$ cat src/rtl/irq_ctrl_v2_if.sv
// CPU-side bus and interrupt handshake bundle for irq_ctrl_v2.
interface irq_ctrl_v2_if #(
  parameter int unsigned PRIO_BITS = 2
);
  logic                 bus_write;
  logic                 bus_read;
  logic [23:0]          bus_address;
  logic [7:0]           bus_data_in;
  logic [7:0]           bus_data_out;
  logic [PRIO_BITS-1:0] cpu_irq;
  logic                 cpu_nmi;
  logic [7:0]           cpu_vector;
  logic                 cpu_iack;

  modport master (
    output bus_write, bus_read, bus_address, bus_data_in, cpu_iack,
    input  bus_data_out, cpu_irq, cpu_nmi, cpu_vector
  );

  modport slave (
    input  bus_write, bus_read, bus_address, bus_data_in, cpu_iack,
    output bus_data_out, cpu_irq, cpu_nmi, cpu_vector
  );
endinterface

$ cat src/rtl/irq_ctrl_v2.sv
// Interrupt controller: edge-latched sources, per-group priority, NMI sources,
// and a registered request/acknowledge handshake with the CPU.
module irq_ctrl_v2 #(
  parameter int unsigned          NUM_SRC   = 32,
  parameter int unsigned          NUM_GRP   = 9,
  parameter int unsigned          PRIO_BITS = 2,
  parameter logic [NUM_SRC*4-1:0] GRP_MAP   = (NUM_SRC*4)'(128'h4445_5555_5556_6888_8777_7001_1223_3000),
  parameter logic [NUM_SRC-1:0]   NMI_MASK  = NUM_SRC'(32'h7),
  parameter logic [23:0]          BASE_ADDR = 24'h2020
) (
  input  logic               clk,
  input  logic               reset,
  input  logic [NUM_SRC-1:0] irqs,
  irq_ctrl_v2_if.slave       bus
);
  localparam int unsigned PW    = NUM_GRP * PRIO_BITS;
  localparam int unsigned PB    = (PW + 7) / 8;
  localparam int unsigned EB    = NUM_SRC / 8;
  localparam int unsigned NREG  = PB + 2 * EB;
  localparam int unsigned SRC_W = (NUM_SRC > 1) ? $clog2(NUM_SRC) : 1;

  typedef enum logic [1:0] {S_IDLE, S_REQ, S_ACK} state_t;

  state_t               state_q;
  logic [NUM_SRC-1:0]   irq_q;
  logic [NUM_SRC-1:0]   active_q;
  logic [NUM_SRC-1:0]   enable_q;
  logic [PW-1:0]        prio_q;
  logic [SRC_W-1:0]     src_q;
  logic [PRIO_BITS-1:0] lvl_q;
  logic                 nmi_q;

  logic [23:0]          off;
  logic                 sel;
  logic [PB*8-1:0]      prio_pad;
  logic [PB*8-1:0]      prio_wr;
  logic [NUM_SRC-1:0]   enable_nxt;
  logic [NUM_SRC-1:0]   w1c;
  logic [NUM_SRC-1:0]   ack_clr;
  logic [NUM_SRC-1:0]   active_nxt;
  logic [7:0]           rd_byte;

  logic                 win_found;
  logic                 win_nmi;
  logic [PRIO_BITS-1:0] win_lvl;
  logic [SRC_W-1:0]     win_src;
  logic [PRIO_BITS-1:0] grp_lvl [16];

  // Address below the base wraps to a large offset and is rejected by the same compare.
  assign off      = bus.bus_address - BASE_ADDR;
  assign sel      = off < 24'(NREG);
  assign prio_pad = (PB*8)'(prio_q);

  always_comb begin : read_mux
    rd_byte = 8'h00;
    for (int b = 0; b < PB; b++)
      if (off == 24'(b)) rd_byte = prio_pad[b*8 +: 8];
    for (int b = 0; b < EB; b++) begin
      if (off == 24'(PB + b))      rd_byte = enable_q[b*8 +: 8];
      if (off == 24'(PB + EB + b)) rd_byte = active_q[b*8 +: 8];
    end
  end

  assign bus.bus_data_out = (bus.bus_read && sel) ? rd_byte : 8'h00;

  always_comb begin : write_decode
    prio_wr    = prio_pad;
    enable_nxt = enable_q;
    w1c        = '0;
    if (bus.bus_write) begin
      for (int b = 0; b < PB; b++)
        if (off == 24'(b)) prio_wr[b*8 +: 8] = bus.bus_data_in;
      for (int b = 0; b < EB; b++) begin
        if (off == 24'(PB + b))      enable_nxt[b*8 +: 8] = bus.bus_data_in;
        if (off == 24'(PB + EB + b)) w1c[b*8 +: 8]        = bus.bus_data_in;
      end
    end
  end

  // Hardware edge set is applied last so it wins over any clear in the same cycle.
  always_comb begin : active_update
    ack_clr = '0;
    if (state_q == S_REQ && bus.cpu_iack) ack_clr[src_q] = 1'b1;
    active_nxt = (active_q & ~w1c & ~ack_clr) | (irqs & ~irq_q);
  end

  for (genvar g = 0; g < 16; g++) begin : g_grp
    if (g < NUM_GRP) begin : g_used
      assign grp_lvl[g] = prio_q[g*PRIO_BITS +: PRIO_BITS];
    end else begin : g_unused
      assign grp_lvl[g] = '0;
    end
  end

  always_comb begin : arbiter
    logic [PRIO_BITS-1:0] lvl_i;
    lvl_i     = '0;
    win_found = 1'b0;
    win_nmi   = 1'b0;
    win_lvl   = '0;
    win_src   = '0;
    for (int i = 0; i < NUM_SRC; i++) begin
      lvl_i = NMI_MASK[i] ? '1 : grp_lvl[GRP_MAP[i*4 +: 4]];
      if (active_q[i] && enable_q[i] && (NMI_MASK[i] || lvl_i != '0)) begin
        if (!win_found || (NMI_MASK[i] && !win_nmi) ||
            (!NMI_MASK[i] && !win_nmi && lvl_i > win_lvl)) begin
          win_found = 1'b1;
          win_nmi   = NMI_MASK[i];
          win_lvl   = lvl_i;
          win_src   = SRC_W'(i);
        end
      end
    end
  end

  always_ff @(posedge clk) begin
    if (reset) begin
      state_q        <= S_IDLE;
      irq_q          <= '0;
      active_q       <= '0;
      enable_q       <= '0;
      prio_q         <= '0;
      src_q          <= '0;
      lvl_q          <= '0;
      nmi_q          <= 1'b0;
      bus.cpu_irq    <= '0;
      bus.cpu_nmi    <= 1'b0;
      bus.cpu_vector <= 8'h00;
    end else begin
      irq_q    <= irqs;
      active_q <= active_nxt;
      enable_q <= enable_nxt;
      prio_q   <= prio_wr[PW-1:0];
      case (state_q)
        S_IDLE: begin
          bus.cpu_irq <= '0;
          bus.cpu_nmi <= 1'b0;
          if (win_found) begin
            state_q <= S_REQ;
            src_q   <= win_src;
            lvl_q   <= win_lvl;
            nmi_q   <= win_nmi;
          end
        end
        S_REQ: begin
          bus.cpu_vector <= 8'({src_q, 1'b0});
          if (bus.cpu_iack) begin
            state_q     <= S_ACK;
            bus.cpu_irq <= '0;
            bus.cpu_nmi <= 1'b0;
          end else if (win_found) begin
            // Present the latched request while re-arbitrating for the next cycle.
            bus.cpu_irq <= nmi_q ? '1 : lvl_q;
            bus.cpu_nmi <= nmi_q;
            src_q       <= win_src;
            lvl_q       <= win_lvl;
            nmi_q       <= win_nmi;
          end else begin
            state_q     <= S_IDLE;
            bus.cpu_irq <= '0;
            bus.cpu_nmi <= 1'b0;
          end
        end
        S_ACK: begin
          bus.cpu_irq <= '0;
          bus.cpu_nmi <= 1'b0;
          if (!bus.cpu_iack) state_q <= S_IDLE;
        end
        default: state_q <= S_IDLE;
      endcase
    end
  end
endmodule
$ cat src/flat_wrapper.sv
// flat-port wrapper written by rule: the top's interface ports become plain ports
module irq_ctrl_v2_flat 
#(
  parameter int unsigned          NUM_SRC   = 32,
  parameter int unsigned          NUM_GRP   = 9,
  parameter int unsigned          PRIO_BITS = 2,
  parameter logic [NUM_SRC*4-1:0] GRP_MAP   = (NUM_SRC*4)'(128'h4445_5555_5556_6888_8777_7001_1223_3000),
  parameter logic [NUM_SRC-1:0]   NMI_MASK  = NUM_SRC'(32'h7),
  parameter logic [23:0]          BASE_ADDR = 24'h2020
)
  (clk, reset, irqs, bus_bus_write, bus_bus_read, bus_bus_address, bus_bus_data_in, bus_cpu_iack, bus_bus_data_out, bus_cpu_irq, bus_cpu_nmi, bus_cpu_vector);
  irq_ctrl_v2_if #(.PRIO_BITS(PRIO_BITS)) bus_i ();
  input  logic clk;
  input  logic reset;
  input  logic [NUM_SRC-1:0] irqs;
  input wire logic [$bits(bus_i.bus_write)-1:0] bus_bus_write;
  input wire logic [$bits(bus_i.bus_read)-1:0] bus_bus_read;
  input wire logic [$bits(bus_i.bus_address)-1:0] bus_bus_address;
  input wire logic [$bits(bus_i.bus_data_in)-1:0] bus_bus_data_in;
  input wire logic [$bits(bus_i.cpu_iack)-1:0] bus_cpu_iack;
  output wire logic [$bits(bus_i.bus_data_out)-1:0] bus_bus_data_out;
  output wire logic [$bits(bus_i.cpu_irq)-1:0] bus_cpu_irq;
  output wire logic [$bits(bus_i.cpu_nmi)-1:0] bus_cpu_nmi;
  output wire logic [$bits(bus_i.cpu_vector)-1:0] bus_cpu_vector;
  assign bus_i.bus_write = bus_bus_write;
  assign bus_i.bus_read = bus_bus_read;
  assign bus_i.bus_address = bus_bus_address;
  assign bus_i.bus_data_in = bus_bus_data_in;
  assign bus_i.cpu_iack = bus_cpu_iack;
  assign bus_bus_data_out = bus_i.bus_data_out;
  assign bus_cpu_irq = bus_i.cpu_irq;
  assign bus_cpu_nmi = bus_i.cpu_nmi;
  assign bus_cpu_vector = bus_i.cpu_vector;
  irq_ctrl_v2 #(.NUM_SRC(NUM_SRC), .NUM_GRP(NUM_GRP), .PRIO_BITS(PRIO_BITS), .GRP_MAP(GRP_MAP), .NMI_MASK(NMI_MASK), .BASE_ADDR(BASE_ADDR)) u_core (.clk(clk), .reset(reset), .irqs(irqs), .bus(bus_i));
endmodule
$ cat config.mk
export PLATFORM = sky130hd
export DESIGN_NAME = irq_ctrl_v2_flat
export DESIGN_NICKNAME = d
export VERILOG_FILES = /design/src/rtl/irq_ctrl_v2_if.sv /design/src/rtl/irq_ctrl_v2.sv /design/src/flat_wrapper.sv
export SDC_FILE = /design/constraint.sdc
export NUM_CORES = 1
export LEC_CHECK = 0
export CAP_MARGIN = 15
export CELL_PAD_IN_SITES_DETAIL_PLACEMENT = 1
export CELL_PAD_IN_SITES_GLOBAL_PLACEMENT = 2
export CORE_AREA = 2 2 162 164
export CTS_BUF_LIST = sky130_fd_sc_hd__clkbuf_2 sky130_fd_sc_hd__clkbuf_4 sky130_fd_sc_hd__clkbuf_8
export CTS_CLUSTER_DIAMETER = 100
export DETAILED_ROUTE_END_ITERATION = 16
export DIE_AREA = 0 0 164 166
export PLACE_DENSITY = 0.87
export SYNTH_ARGS = -nofsm -noshare
export SYNTH_HDL_FRONTEND = slang
export SYNTH_SLANG_ARGS = --single-unit
$ cat constraint.sdc
create_clock -name clk -period 67.4 [get_ports clk]
set_clock_uncertainty 0.15 [all_clocks]
set_input_delay 20.22 -clock clk [delete_from_list [all_inputs] [get_ports clk]]
set_output_delay 20.22 -clock clk [all_outputs]
set_load 0.03 [all_outputs]
### Yosys cells after proc, flatten, opt, wreduce, memory -nomap -nowiden

Cells that the tools add are included.

| storage, ports and cells | value |
|---|---|
| register bits | 132 |
| input port bits | 69 |
| logic and storage cells | 559 |
| output and inout port bits | 19 |

| operators by class | value |
|---|---|
| bitwise logic cells | 7 |
| equality and inequality tests | 16 |
| reduce and logical (&&, ||, !) cells | 202 |
| muxes and demuxes | 285 |
| order comparisons | 32 |
| add/subtract/negate cells | 1 |

Operators with widths:

| operator | count |
|---|---|
| 5-bit two-way mux | 62 |
| 2-bit two-way mux | 72 |
| 8-bit two-way mux | 16 |
| 1-bit two-way mux | 126 |
| 32-bit bitwise AND | 3 |
| 24-bit by 3-bit == test with 1-bit output, second input constant | 4 |
| 32-bit NOT | 3 |
| 1-bit logical AND | 93 |
| 24-bit by 4-bit == test with 1-bit output, second input constant | 3 |
| 32-bit two-way mux | 2 |
| 2-bit > comparator | 29 |
| 1-bit logical NOT | 57 |
| 24-bit by 2-bit == test with 1-bit output, second input constant | 2 |
| 32-bit bitwise OR | 1 |
| 1-bit logical OR | 29 |
| 24-bit by 1-bit == test with 1-bit output, second input constant | 1 |
| 24-bit logical NOT | 1 |
| 24-bit by 4-bit < comparator with 1-bit output, second input constant | 1 |
| 24-bit by 14-bit subtractor with 24-bit output, second input constant | 1 |
| 2-bit nonzero test | 11 |
| 2-bit AND reduction | 8 |
| 5-bit one-hot mux with 2 select lines | 1 |
| 2-bit one-hot mux with 2 select lines | 2 |
| 5-bit by 6-bit < comparator with 1-bit output, second input constant | 1 |
| other kinds (12) | 14 |

### Logic depth before layout (Yosys ltp)

Gate-level depths: netlist of the first run.

| depth | value |
|---|---|
| depth in word-level cells | 154 |
| depth in mapped cells | 201 |
| gate-level depth less buffers | 197 |

### Worst setup path after synthesis of the first run

Ideal clock, no wire load.

| timing | value |
|---|---|
| kind | in2out |
| start point | in bus_bus_address[12] |
| end point | out bus_bus_data_out[0] |
| stages on the path | 8 |
| slack | 23.443 ns |
| path buffers | 0 |
| data arrival time | 23.587 ns |
| required time | 47.030 ns |
| cells stage by stage | or4_4 or4b_4 a2111oi_4 xnor2_1 nand3_4 nor3_1 a221oi_1 a221oi_1 |

| on the way | value |
|---|---|
| cells in the longest elaborated chain, start to end | 14 |
| elaborated cells between the ends (all ways) | 26 |
| classes of those cells | add/sub: 1; order compare: 1; eq/ne: 10; mux: 12; reduce/logical: 2 |

Ends and longest elaborated chain:

| item | line | RTL |
|---|---|---|
| start: declaration | flat_wrapper.sv:18 | `input wire logic [$bits(bus_i.bus_address)-1:0] bus_bus_address;` |
| 24-bit by 14-bit subtractor with 24-bit output (*) | irq_ctrl_v2.sv:50 | `assign off = bus.bus_address - BASE_ADDR;` |
| 24-bit logical NOT | irq_ctrl_v2.sv:57 | `if (off == 24'(b)) rd_byte = prio_pad[b*8 +: 8];` |
| 8-bit two-way mux (3 in a row) | irq_ctrl_v2.sv:57 |  |
| 8-bit two-way mux | irq_ctrl_v2.sv:59 | `if (off == 24'(PB + b)) rd_byte = enable_q[b*8 +: 8];` |
| 8-bit two-way mux | irq_ctrl_v2.sv:60 | `if (off == 24'(PB + EB + b)) rd_byte = active_q[b*8 +: 8];` |
| 8-bit two-way mux | irq_ctrl_v2.sv:59 |  |
| 8-bit two-way mux | irq_ctrl_v2.sv:60 |  |
| 8-bit two-way mux | irq_ctrl_v2.sv:59 |  |
| 8-bit two-way mux | irq_ctrl_v2.sv:60 |  |
| 8-bit two-way mux | irq_ctrl_v2.sv:59 |  |
| 8-bit two-way mux | irq_ctrl_v2.sv:60 |  |
| 8-bit two-way mux (*) | irq_ctrl_v2.sv:64 | `assign bus.bus_data_out = (bus.bus_read && sel) ? rd_byte : 8'h00;` |
| end: declaration | flat_wrapper.sv:21 | `output wire logic [$bits(bus_i.bus_data_out)-1:0] bus_bus_data_out;` |

Every way passes the cells marked *; elsewhere a longest branch is shown, timed or not.

### Worst setup path in the final report of the first run

Ends and elaborated chain as after synthesis.

==> impl_metrics.toml, run 1 <==
[setup_path]
path_class = "in2out"
crit_required_ps = 47030
rr_startpoint = "u_core.active_q[0]$_SDFF_PP0_"
r2r_end = "u_core.lvl_q[0]$_SDFFE_PP0P_"
crit_fanout = 18
endpoint_kind = "output port"
ff2ff_path_depth = 173
arrival_ps = 24790
ff2ff_setup_slack_ps = 27390
worstSetupStartpointType = "primary input"

[timing]
setup_viol = 0
slew_violations = 0
relSlewSlack_pct = 34.5
hold_viol = 0
period_needed_ps = 45160
max_freq_ghz = 0.0221
setup-tns-final_ps = 0
tightest_slew_ps = 977
post-route-period-util_pct = 67.0
rsz0062_at_grt = "no"

[clock_network]
clk_path_buf_depth = 2
post_cts_buffers = 0
cts_buffers = 17
ctsHoldBuffers = 0
clk_latency_ps = 460
cts_resized = 0
cts_sinks = 132
cts_tree = "built"
htreeDepth = 4
path_clk_slew_ps = 90
root_buffer = "clkbuf_8"

[synth]
yosys_register_bits = 132
synth_enable_flop_cells = 0
yosysSeqAreaShare_pct = 28.6
syn_inst = 1242
ys.flop_type = "dfxtp_1"
synthArstFlopShare_pct = 0
yosysTopAreaCell = "dfxtp_1"
netlist_area_mm2 = 0.00924
yosys_warnings = 0
synth_area_leaders = "dfxtp_1, ha_1, nand2_1"
synthDistinctLibCells = 90
synth_top_area_share_pct = 28.6
syn_area_per_cell_um2 = 7.44

[layout]
num-nets-final = 1417
drive_gt1_share_pct = 6.74
num_antenna_cells = 0
most-common-layout-cells = "nand2_1, dfxtp_1, a21oi_1"
final_cells = 1640
fill_cells = 3154
area_growth_pct = 15.3
layout_commonest_cell = "nand2_1"

[routing]
drt_pass1_iterations = 5
wl_per_cell_um = 20.3
drt_iter0_markers = 564
ant_nets = 0
drc = 0
via_per_inst = 5.75
vias = 9428
routed_wl_um = 33200

[placement]
hpwlAfterDp_um = 25800
place_congestion = 0.922
port_buffers = 84
numPlacedInstances = 1608

[min_path]
whs_path_depth = 1
hold_end = "u_core.active_q[31]$_SDFF_PP0_"
hold_class = "reg2reg"
min_from = "u_core.irq_q[31]$_SDFF_PP0_"

[pwr]
vdd_ir_drop_max_uv = 10.3
p_leak_nw = 4.11
cellPowerDensity_mw_per_mm2 = 15.6

[floorplanning]
die-width_um = 164
die_area_mm2 = 0.0272
core_mm2 = 0.0256
io_pins = 88
initial_core_util_pct = 36.1
rows = 59
die_h_um = 166

[grt]
grt_pass1_vias = 9428
track_usage_pct = 24.7
overflow = 0
grt_pass1_wl_um = 52900
grt_max_degree = 95
grt_antenna_before_repair = 0

[status]
outcome = "complete, no violations"

[job]
cap_violations = 0
[stage by stage]
step | setup slack (ps) | power, mW | utilization, % | area, um2 | hold WS, ps
detailed placement | 22270 | 0.100 | 40.1 | 10300 | 253
global route | 22000 | 0.172 | 41.6 | 10700 | 286
CTS | 22240 | 0.167 | 41.6 | 10700 | 273
global placement | 22280 | 0.0997 | 40.1 | 10300 | 246
finish | 22240 | 0.166 | 41.6 | 10700 | 267
floorplan | 23440 | 0.0911 | - | 9250 | 240
[flip-flops by register name, indices dropped and copies added, names as in the netlist]
signal	cells
u_core.active_q	32
u_core.state_q	2
u_core.src_q	5
u_core.enable_q	32
u_core.irq_q	32
u_core.bus.cpu_vector	5
u_core.bus.cpu_nmi	1
u_core.prio_q	18
u_core.nmi_q	1
u_core.lvl_q	2
u_core.bus.cpu_irq	2
[Yosys cell counts, types with 12 or more instances]
cell type / instances
nand2_1: 172
dfxtp_1: 132
a21oi_1: 126
o21ai_0: 114
nor2_1: 89
inv_1: 67
nand2b_1: 58
ha_1: 56
clkbuf_1: 40
nand3_1: 27
nor2b_1: 26
mux2i_1: 21
nor3b_1: 20
nor3_1: 18
a211oi_1: 16
o211ai_1: 15
a22oi_1: 12
[worst max-delay path: stages]
cell	delay, ps
clkdlybuf4s50_1	400
or4_4	540
or4b_4	560
a2111oi_4	370
xnor2_1	230
nand3_4	270
nor3_1	780
a221oi_1	210
a221oi_1	430
clkdlybuf4s50_1	760
[kinds of logic (layout without fill, tap and decap cells)]
kind of cell / Yosys count / count (layout) / synth area share, %
muxes: 32 / 32 / 3.74
AOI/OAI and AO/OA: 408 / 408 / 28.1
and+or+nand+nor: 478 / 478 / 25.7
other: 1 / 3 / 0.0406
buffers and inverters: 131 / 192 / 5.92
DFF: 132 / 132 / 28.6
adders and majority gates: 56 / 56 / 7.58
xor gates and xnor gates: 4 / 4 / 0.379
[area by class of cell]
type / count / area [um2] / share of cell area, %
Timing Repair Buffer: 90 / 883 / 8.29
Sequential cell: 132 / 2640 / 24.8
Clock buffer: 18 / 241 / 2.27
Multi-Input combinational cell: 981 / 6060 / 56.9
Inverter: 70 / 265 / 2.49
Tap cell: 335 / 419 / 3.94
Clock inverter: 14 / 140 / 1.32
[worst max path at each step]
| stage | cells after the start | end | slack [ps] | from |
|---|---|---|---|---|
| floorplan | 8 | bus_bus_data_out[0] | 23440 | bus_bus_address[12] |
| global placement | 10 | bus_bus_data_out[0] | 22280 | bus_bus_address[12] |
| detailed placement | 10 | bus_bus_data_out[0] | 22270 | bus_bus_address[12] |
| CTS | 10 | bus_bus_data_out[0] | 22240 | bus_bus_address[12] |
| global route | 10 | bus_bus_data_out[0] | 22000 | bus_bus_address[12] |
| finish | 10 | bus_bus_data_out[0] | 22240 | bus_bus_address[12] |
[routing by layer]
| layer | vias up | global-route usage (%) | wire (um) |
|---|---|---|---|
| met5 | - | 0 | 0 |
| met4 | 0 | 6.06 | 652 |
| met3 | 45 | 2.85 | 1620 |
| met2 | 255 | 41.5 | 15700 |
| met1 | 4554 | 33.5 | 15300 |
| li1 | 4574 | - | - |
[where the power goes]
group | switching (mW) | internal [mW]
sequential | 0.00371 | 0.0808
combinational | 0.00758 | 0.00653
clock | 0.0366 | 0.0305
total | 0.0479 | 0.118
(Power assumes the default switching activity.)
==> inputs of run 2 (changes only) <==
--- a/config.mk
+++ b/config.mk
@@ -8,12 +8,12 @@
 export CAP_MARGIN = 15
 export CELL_PAD_IN_SITES_DETAIL_PLACEMENT = 1
 export CELL_PAD_IN_SITES_GLOBAL_PLACEMENT = 2
-export CORE_AREA = 2 2 162 164
+export CORE_AREA = 2 2 176 178
 export CTS_BUF_LIST = sky130_fd_sc_hd__clkbuf_2 sky130_fd_sc_hd__clkbuf_4 sky130_fd_sc_hd__clkbuf_8
 export CTS_CLUSTER_DIAMETER = 100
 export DETAILED_ROUTE_END_ITERATION = 16
-export DIE_AREA = 0 0 164 166
-export PLACE_DENSITY = 0.87
+export DIE_AREA = 0 0 178 180
+export PLACE_DENSITY = 0.78
 export SYNTH_ARGS = -nofsm -noshare
 export SYNTH_HDL_FRONTEND = slang
 export SYNTH_SLANG_ARGS = --single-unit
==> constraint.sdc (replaced) <==
create_clock -name clk -period 40.1 [get_ports clk]
set_clock_uncertainty 0.15 [all_clocks]
set_input_delay 12.03 -clock clk [delete_from_list [all_inputs] [get_ports clk]]
set_output_delay 12.03 -clock clk [all_outputs]
set_load 0.03 [all_outputs]
==> run 2 against run 1 <==
Net effect: register-to-register slack got worse by 24000 ps; first-iteration DRC count decreased by 1.1%; sequential power up 68%; sequential cell count unchanged; largest power group unchanged; global-route usage is 2.8 points lower; die area increased by 18%.
==> impl_metrics.toml, run 2 (synthesis gave the netlist of run 1 again) <==
[status]
outcome = "complete, no violations"

[layout]
layout_commonest_cell = "nand2_1"
final_util_pct = 36.1
multiInputGateArea_mm2 = 0.00616
num-nets-final = 1425
drive_gt1_share_pct = 8.61
fill_cells = 3731
most-common-layout-cells = "nand2_1, dfxtp_1, a21oi_1"
top_regs = "u_core.active_q (32), u_core.enable_q (32), u_core.irq_q (32)"
area_growth_pct = 18.1
final_area_mm2 = 0.0109
num_antenna_cells = 0
ff_latch_area_mm2 = 0.00264

[pwr]
pwr-share-clk_pct = 41.2
p_sw_share_pct = 25.3
pwr-share-comb_pct = 8.3
power_mw = 0.281
p_int_mw = 0.210
p_leak_nw = 4.20
p_sw_mw = 0.0712
cellPowerDensity_mw_per_mm2 = 25.7
vdd_ir_drop_max_uv = 30.0
p_seq_share_pct = 50.5

[placement]
port_buffers = 84
dpl_cell_area_mm2 = 0.0103
hpwlAfterDp_um = 26700
place_congestion = 0.867
place_ws_ps = 920

[floorplanning]
core_mm2 = 0.0302
die_area_mm2 = 0.0320
die_h_um = 180
initial_core_util_pct = 30.6
die-width_um = 178
io_pins = 88
rows = 64

[timing]
timing.final.ws_setup_ps = 3450
post-route-period-util_pct = 91.4
rsz0062_at_grt = "no"
setup_viol = 0
period_needed_ps = 36650
slew_violations = 0
setup-tns-final_ps = 0
relSlewSlack_pct = 31.5
tightest_slew_ps = 1020
hold_viol = 0
max_freq_ghz = 0.0273

[grt]
track_usage_pct = 21.9
grt_pass1_vias = 9447
grt_antenna_before_repair = 0
grt_max_degree = 80
overflow = 0
grt_pass1_wl_um = 54500

[clock_network]
path_clk_slew_ps = 80
clk_latency_ps = 450
ctsHoldBuffers = 0
cts_sinks = 132
cts_tree = "built"
root_buffer = "clkbuf_8"
clk_path_buf_depth = 2
htreeDepth = 4
cts_buffers = 17

[setup_path]
crit_fanout = 9
worstSetupStartpointType = "flip-flop"
crit_required_ps = 40250
critPathSlowestCell = "a2bb2o_1"
critical-path-max-stage-delay_ps = 440
arrival_ps = 36790
cp_common_cell = "ha_1"
endpoint_kind = "flip-flop"
path_class = "reg2reg"

[routing]
drt_iter0_markers = 558
wl_per_cell_um = 20.2
drc = 0
via_per_inst = 5.54
routed_wl_um = 34600
ant_nets = 0
vias = 9467
drt_pass1_iterations = 5

[job]
cap_violations = 0

[min_path]
hold_class = "reg2reg"
[run 2: cell count changes in the layout (fill, tap and decap cells not counted), moves of 3 or more]
cell	change
a21oi_2	+3
buf_4	+8
a211oi_2	+3
inv_6	-7
clkinvlp_4	-4
clkinv_2	+3
a21oi_1	-3
clkbuf_4	+3
a211oi_1	-4
clkbuf_8	+3
[run 2: power groups by stage]
| stage | registers (mW) | clock network [mW] | logic [mW] |
|---|---|---|---|
| 6_report | 0.142 | 0.116 | 0.0234 |
| 5_1_grt | 0.142 | 0.124 | 0.0260 |
| 4_1_cts | 0.142 | 0.119 | 0.0237 |
| 3_5_place_dp | 0.145 | 0 | 0.0236 |
| 3_3_place_gp | 0.144 | 0 | 0.0231 |
| 2_1_floorplan | 0.141 | 0 | 0.0119 |
[run 2: layout make-up]
cell class | instances | share of cell area [%]
multi-input combinational | 981 | 56.5
sequential | 132 | 24.2
timing repair buffer | 98 | 8.64
tap | 396 | 4.54
clock buffer | 24 | 2.80
inverter | 70 | 2.43
clock inverter | 8 | 0.917
[run 2: critical path: cells and delay by family (launching register included)]
kind / cells / cell delay [ps]
AO/OA/AOI/OAI: 89 / 18190
adder cells (fa/ha/maj): 27 / 7630
AND/OR/NAND/NOR: 40 / 6300
multiplexers: 13 / 3310
buffers and inverters: 7 / 490
flip-flops: 1 / 410
[run 2: layer usage]
| layer | vias to the layer above | share of wire, % | global-route usage [%] |
|---|---|---|---|
| met1 | 4634 | 47 | 30.0 |
| li1 | 4581 | - | - |
| met3 | 29 | 4.4 | 2.92 |
| met2 | 223 | 47 | 35.9 |
| met4 | 0 | 1.7 | 5.93 |
| met5 | - | 0 | 0 |
[run 2: path summary, 6_finish.rpt]
| path | from | to | slack [ps] | cells after the start |
|---|---|---|---|---|
| worst max-delay path | u_core.active_q[4]$_SDFF_PP0_ | u_core.lvl_q[0]$_SDFFE_PP0P_ | 3450 | 176 |
| worst min-delay path | u_core.irq_q[16]$_SDFF_PP0_ | u_core.active_q[16]$_SDFF_PP0_ | 250 | 1 |
| worst max register to register | u_core.active_q[4]$_SDFF_PP0_ | u_core.lvl_q[0]$_SDFFE_PP0P_ | 3450 | 176 |
| worst min register to register | u_core.irq_q[16]$_SDFF_PP0_ | u_core.active_q[16]$_SDFF_PP0_ | 250 | 1 |
[run 2: stage by stage]
stage / hold WS [ps] / cells
2_1_floorplan: 240 / 1244
3_3_place_gp: 246 / 1669
5_1_grt: 279 / 1709
3_5_place_dp: 250 / 1669
6_report: 252 / 1709
4_1_cts: 258 / 1701
[run 2: repair_timing]
item | CTS | global route
setup endpoints to repair | 0 | 7
resized for setup | 0 | 23
setup buffers | 0 | 8
